$ cat config.mk
export PLATFORM = sky130hd
export DESIGN_NAME = adsr_envelope
export DESIGN_NICKNAME = d
export VERILOG_FILES = /design/src/rtl/adsr_pkg.sv /design/src/rtl/env_tick_gen.sv /design/src/rtl/adsr_envelope.sv
export SDC_FILE = /design/constraint.sdc
export NUM_CORES = 1
export LEC_CHECK = 0
export ABC_AREA = 1
export BUFFER_PORTS_ARGS = -buffer_cell sky130_fd_sc_hd__buf_2
export CELL_PAD_IN_SITES_DETAIL_PLACEMENT = 2
export CELL_PAD_IN_SITES_GLOBAL_PLACEMENT = 2
export CORE_ASPECT_RATIO = 1.75
export CORE_MARGIN = 3
export CORE_UTILIZATION = 40
export CTS_CLUSTER_DIAMETER = 100
export DETAILED_ROUTE_END_ITERATION = 8
export HOLD_SLACK_MARGIN = 0.12
export PLACE_DENSITY = 0.9
export REMOVE_ABC_BUFFERS = 1
export SETUP_SLACK_MARGIN = 0.4
export SLEW_MARGIN = 20
export SYNTH_ARGS = -nofsm -noshare
export SYNTH_HDL_FRONTEND = slang
export SYNTH_SLANG_ARGS = --single-unit
$ cat constraint.sdc
create_clock -name CLK100MHZ -period 9.8 [get_ports CLK100MHZ]
set_input_delay 1.47 -clock CLK100MHZ [delete_from_list [all_inputs] [get_ports CLK100MHZ]]
set_output_delay 1.47 -clock CLK100MHZ [all_outputs]
set_load 0.005 [all_outputs]
$ cat src/rtl/adsr_pkg.sv
// Shared state encoding and default envelope parameters for adsr_envelope.
package adsr_pkg;
  localparam logic [2:0] ST_IDLE    = 3'd0;
  localparam logic [2:0] ST_ATTACK  = 3'd1;
  localparam logic [2:0] ST_DECAY   = 3'd2;
  localparam logic [2:0] ST_SUSTAIN = 3'd3;
  localparam logic [2:0] ST_RELEASE = 3'd4;

  localparam int DEF_TICK_DIV      = 100000;
  localparam int DEF_ATTACK_STEP   = 8;
  localparam int DEF_DECAY_STEP    = 2;
  localparam int DEF_SUSTAIN_LEVEL = 160;
  localparam int DEF_RELEASE_STEP  = 1;

  // Clamp an integer parameter into the 8-bit envelope range.
  function automatic logic [7:0] sat8(input int v);
    if (v > 255) return 8'hFF;
    if (v < 0)   return 8'h00;
    return v[7:0];
  endfunction
endpackage

$ cat src/rtl/env_tick_gen.sv
// Free-running prescaler: one-cycle tick every TICK_DIV clocks, never resynchronised.
module env_tick_gen
  import adsr_pkg::*;
#(
  parameter int TICK_DIV = DEF_TICK_DIV
) (
  input  logic clk_i,
  input  logic rst_i,
  output logic tick_o
);
  localparam int CW = (TICK_DIV > 2) ? $clog2(TICK_DIV) : 1;
  localparam logic [CW-1:0] RELOAD = CW'(TICK_DIV - 1);

  logic [CW-1:0] cnt_q, cnt_d;

  assign tick_o = (cnt_q == '0);
  assign cnt_d  = tick_o ? RELOAD : cnt_q - 1'b1;

  always_ff @(posedge clk_i or posedge rst_i) begin
    if (rst_i) cnt_q <= RELOAD;
    else       cnt_q <= cnt_d;
  end
endmodule

$ cat src/rtl/adsr_envelope.sv
// ADSR amplitude envelope with saturating env arithmetic and sample scaling.
// Define ADSR_RETRIGGER_EN to let a retrig pulse restart ATTACK while gate is held.
module adsr_envelope
  import adsr_pkg::*;
#(
  parameter int TICK_DIV      = DEF_TICK_DIV,
  parameter int ATTACK_STEP   = DEF_ATTACK_STEP,
  parameter int DECAY_STEP    = DEF_DECAY_STEP,
  parameter int SUSTAIN_LEVEL = DEF_SUSTAIN_LEVEL,
  parameter int RELEASE_STEP  = DEF_RELEASE_STEP
) (
  input  logic       CLK100MHZ,
  input  logic       reset,
  input  logic       gate,
  input  logic       retrig,
  input  logic [7:0] sample_in,
  output logic [7:0] level_out,
  output logic [7:0] env,
  output logic       active
);
  localparam logic [9:0] A_STEP = 10'(ATTACK_STEP);
  localparam logic [9:0] D_STEP = 10'(DECAY_STEP);
  localparam logic [9:0] R_STEP = 10'(RELEASE_STEP);
  localparam logic [7:0] SUS    = sat8(SUSTAIN_LEVEL);

  logic [2:0]  state_q, state_d;
  logic [7:0]  env_q, env_d;
  logic [7:0]  level_q, level_d;
  logic        tick, retrig_hit;
  logic [9:0]  att_sum, env_ext;
  logic signed [9:0] dec_dif;
  logic [16:0] prod;
  logic        unused_prod;

  env_tick_gen #(.TICK_DIV(TICK_DIV)) u_tick (
    .clk_i (CLK100MHZ),
    .rst_i (reset),
    .tick_o(tick)
  );

`ifdef ADSR_RETRIGGER_EN
  assign retrig_hit = retrig & gate;
`else
  logic unused_retrig;
  assign unused_retrig = retrig;
  assign retrig_hit    = 1'b0;
`endif

  assign env_ext = {2'b00, env_q};
  assign att_sum = env_ext + A_STEP;
  assign dec_dif = $signed(env_ext) - $signed(D_STEP);

  // Gate transitions and retrig take the cycle; env only moves on an otherwise quiet tick.
  always_comb begin
    state_d = state_q;
    env_d   = env_q;
    case (state_q)
      ST_IDLE: begin
        env_d = '0;
        if (gate) begin
          state_d = ST_ATTACK;
          env_d   = env_q;
        end
      end
      ST_ATTACK: begin
        if (!gate)          state_d = ST_RELEASE;
        else if (retrig_hit) state_d = ST_ATTACK;
        else if (tick) begin
          if (att_sum >= 10'd255) begin
            env_d   = 8'hFF;
            state_d = ST_DECAY;
          end else env_d = att_sum[7:0];
        end
      end
      ST_DECAY: begin
        if (!gate)          state_d = ST_RELEASE;
        else if (retrig_hit) state_d = ST_ATTACK;
        else if (tick) begin
          if (dec_dif <= $signed({2'b00, SUS})) begin
            env_d   = SUS;
            state_d = ST_SUSTAIN;
          end else env_d = dec_dif[7:0];
        end
      end
      ST_SUSTAIN: begin
        if (!gate)          state_d = ST_RELEASE;
        else if (retrig_hit) state_d = ST_ATTACK;
      end
      ST_RELEASE: begin
        if (gate) state_d = ST_ATTACK;
        else if (tick) begin
          if (env_ext <= R_STEP) begin
            env_d   = '0;
            state_d = ST_IDLE;
          end else env_d = env_q - R_STEP[7:0];
        end
      end
      default: begin
        state_d = ST_IDLE;
        env_d   = '0;
      end
    endcase
  end

  // env+1 makes env=255 an exact pass-through after the >>8.
  assign prod        = 17'(sample_in) * 17'({1'b0, env_q} + 9'd1);
  assign unused_prod = prod[16];
  assign level_d     = (state_q == ST_IDLE) ? 8'h00 : prod[15:8];

  always_ff @(posedge CLK100MHZ or posedge reset) begin
    if (reset) begin
      state_q <= ST_IDLE;
      env_q   <= '0;
      level_q <= '0;
    end else begin
      state_q <= state_d;
      env_q   <= env_d;
      level_q <= level_d;
    end
  end

  assign env       = env_q;
  assign level_out = level_q;
  assign active    = (state_q != ST_IDLE);
endmodule

==> out/qor.yml <==
run_status:
  status: "finished clean"
power:
  combinationalPowerShare_pct: 78.8
  clock_power_share_pct: 8.9
  switching_share_pct: 60.09
  p_leak_nw: 2.954
  switchingPower_mw: 1.174
  sequentialPowerShare_pct: 12.4
  cellInternalPower_mw: 0.7795
  max-vdd-ir-drop_v: 0.0001815
  powerDensity_nw_per_um2: 371.6
grt:
  grt_pass1_vias: 5589
  track_usage_pct: 30.74
  grt_max_degree: 37
  antenna_found_initial: 0
  grt_overflow_total: 0
  grt_pass1_wl_um: 30840
synthesis:
  synth-edff-count: 0
  synth.avg_cell_area_um2: 7.385
  ys_seq_area_share_pct: 18.85
  synth-main-ff-cell: "dfrtp_1"
  ys_warn_count: 0
  ys_seq_elements: 36
  netlist_area_um2: 4845
  syn_inst: 656
  async_flop_share_pct: 100.0
  synth.distinct_cells: 42
layout:
  areaGrowthSynthToFinish_pct: 8.497
  diodes: 0
  stdcell_count: 821
  regArea_um2: 913.4
  drive_above_1_share_pct: 15.60
  nNetsFinal: 781
  multiInputGateArea_um2: 3408
  fillers: 1403
  fin_area_um2: 5256
place:
  hpwl_um: 14450
  place_congestion: 0.8318
  place_area_um2: 5106
  io_buffer_count: 27
  placed_cells: 813
  place_ws_ps: 4009
floorplanning:
  pin_count: 29
  dieArea_um2: 13520
  num_rows: 52
  die_x_um: 89.19
  die_h_um: 151.6
  core_um2: 11710
  start_util_pct: 41.37
drt:
  ant_nets: 0
  drc: 0
  finalWirelength_um: 19250
  vias: 4604
  viasPerCell: 5.608
  drt_iter0_drc: 150
  first_pass_iters: 4
  wl_per_cell_um: 23.45
clocking:
  clk_pin_slew_worst_paths_ps: 60
  cts_setup_buffers: 0
  clock-sinks: 36
  cts_resized: 0
  cts.path.max_buffers: 2
  cts_buffers: 5
  clock_latency_ps: 290
  root_buffer: "clkbuf_16"
  ctsHoldBuffers: 0
  cts_tree: "done"
  cts_max_level: 2
timing:
  slew_headroom_pct: 43.07
  rsz0062_at_grt: "no"
  finalMaxSlewViolations: 0
  skew_ps: 12.69
  fmax_ghz: 0.1684
  tightest_slew_ps: 851.1
  setup_viol: 0
  fin_setup_tns_ps: 0
  period_minus_slack_ps: 5938
  worst_slack_ps: 3862
  hold_violations: 0
  period_share_pct: 60.60
job:
  maxCapViolCount: 0
worst_setup_path:
  crit_top_cell: "fa_1"
  worstSetupEndpointType: "flop"
  slowest_delay_ps: 760
  critPathArrivalTime_ps: 6080
  critPathRequiredTime_ps: 9940
  crit_type: "reg2reg"
  critPathMaxFanout: 15
  path_cells: "ha_1 > nand2_4 > nor2_1 > xor2_1 > nor2_1 > fa_1 > fa_1 > fa_1 > inv_1 > fa_1 > inv_1 > ha_1 > a21o_1 > a31oi_1 > nand2_1 > xnor2_1 > nor2_1"
  critPathLaunchType: "flop"
  r2r_setup_slack_ps: 3860
  cp_slowest_cell: "dfrtp_1"
worst_hold_path:
  hp-class: "reg2reg"
## cell families after synthesis
group / synth area share, %
xor gates and xnor gates: 4.158
adders and majority gates: 27.89
AOI/OAI and AO/OA: 6.095
DFF: 18.85
buffers and inverters: 10.80
and+or+nand+nor: 32.21
## worst paths after layout
check,startpoint,end,cells past startpoint
min reg2reg,u_tick.cnt_q[0],u_tick.cnt_q[0],1
max,env[0],level_out[1],17
min in group asynchronous,reset,state_q[1],3
max in group asynchronous,reset,u_tick.cnt_q[3],3
max reg2reg,env[0],level_out[1],17
min,u_tick.cnt_q[0],u_tick.cnt_q[0],1
## critical path: cells and delay by family, from the launching register on
| family | cells | cell delay, ps |
|---|---|---|
| buffers and inverters | 2 | 140 |
| AO/OA/AOI/OAI | 2 | 430 |
| AND/OR/NAND/NOR | 5 | 620 |
| XOR/XNOR | 2 | 890 |
| adder cells (fa/ha/maj) | 6 | 2950 |
| flip-flops | 1 | 760 |
## area by class of cell
type | instances | area share, %
clock inverters | 1 | 0.1428
repair buffers | 28 | 2.714
well taps | 135 | 3.214
inverters | 126 | 8.998
clock buffers | 7 | 2.714
multi-input cells | 488 | 64.84
flip-flops and latches | 36 | 17.38
## flip-flops by register name, indices dropped and copies added (netlist names)
name,flops
u_tick.cnt_q,17
env,8
level_out,8
state_q,3
## power by group through the flow
stage          Combinational [mW]  Clock (mW)  Sequential [mW]
6_report                     1.54       0.174            0.241
2_1_floorplan               0.995           0            0.224
4_1_cts                      1.55       0.175            0.241
3_5_place_dp                 1.46           0            0.244
3_3_place_gp                 1.32           0            0.241
5_1_grt                      1.71       0.180            0.246
## cells in the final DEF (no fill, tap or decap), drive strengths merged
master      n
clkinvlp    1
clkbuf      7
ha         44
nand4       6
o21ai      21
clkinv      2
fa         40
a31oi       1
and2        2
a21boi      1
a21o        3
xnor2       7
nand3      48
buf        28
xor2       16
nand2     142
nor4        1
nand3b      2
a21oi      20
o22ai       2
o31ai       1
dfstp      10
a211oi      1
or2         8
dfrtp      26
inv       124
nor2      112
o21bai      1
nor3        9
## cell usage after synthesis (all sizes together) (7+ instances only)
| cell | count | share of area, % |
|---|---|---|
| inv | 124 | 9.6 |
| nand3 | 48 | 6.4 |
| xor2 | 16 | 2.9 |
| nor3 | 9 | 1.0 |
| a21oi | 20 | 2.1 |
| or2 | 8 | 1.0 |
| nor2 | 112 | 10 |
| nand2 | 142 | 12 |
| dfstp | 10 | 5.4 |
| ha | 44 | 11 |
| xnor2 | 7 | 1.3 |
| fa | 40 | 17 |
| o21ai | 21 | 2.5 |
| dfrtp | 26 | 13 |
## layer usage
| metal | up-vias | track usage, % | part of all wire (%) | routed length, µm |
|---|---|---|---|---|
| met5 | - | 0 | 0 | 0 |
| met1 | 2316 | 28.46 | 33 | 6302 |
| li1 | 2079 | - | - | - |
| met2 | 120 | 59.71 | 57 | 11020 |
| met4 | 0 | 19.90 | 7.9 | 1512 |
| met3 | 89 | 3.842 | 2.2 | 422 |
## per-stage QoR
step / hold WS (ps) / util, % / total power [mW]
2_1_floorplan: 442.1 / - / 1.219
3_3_place_gp: 451.2 / 43.60 / 1.558
3_5_place_dp: 477.6 / 43.60 / 1.708
4_1_cts: 497.9 / 44.88 / 1.969
5_1_grt: 513.3 / 44.88 / 2.139
6_report: 497.7 / 44.88 / 1.953
(Power assumes the default switching activity.)
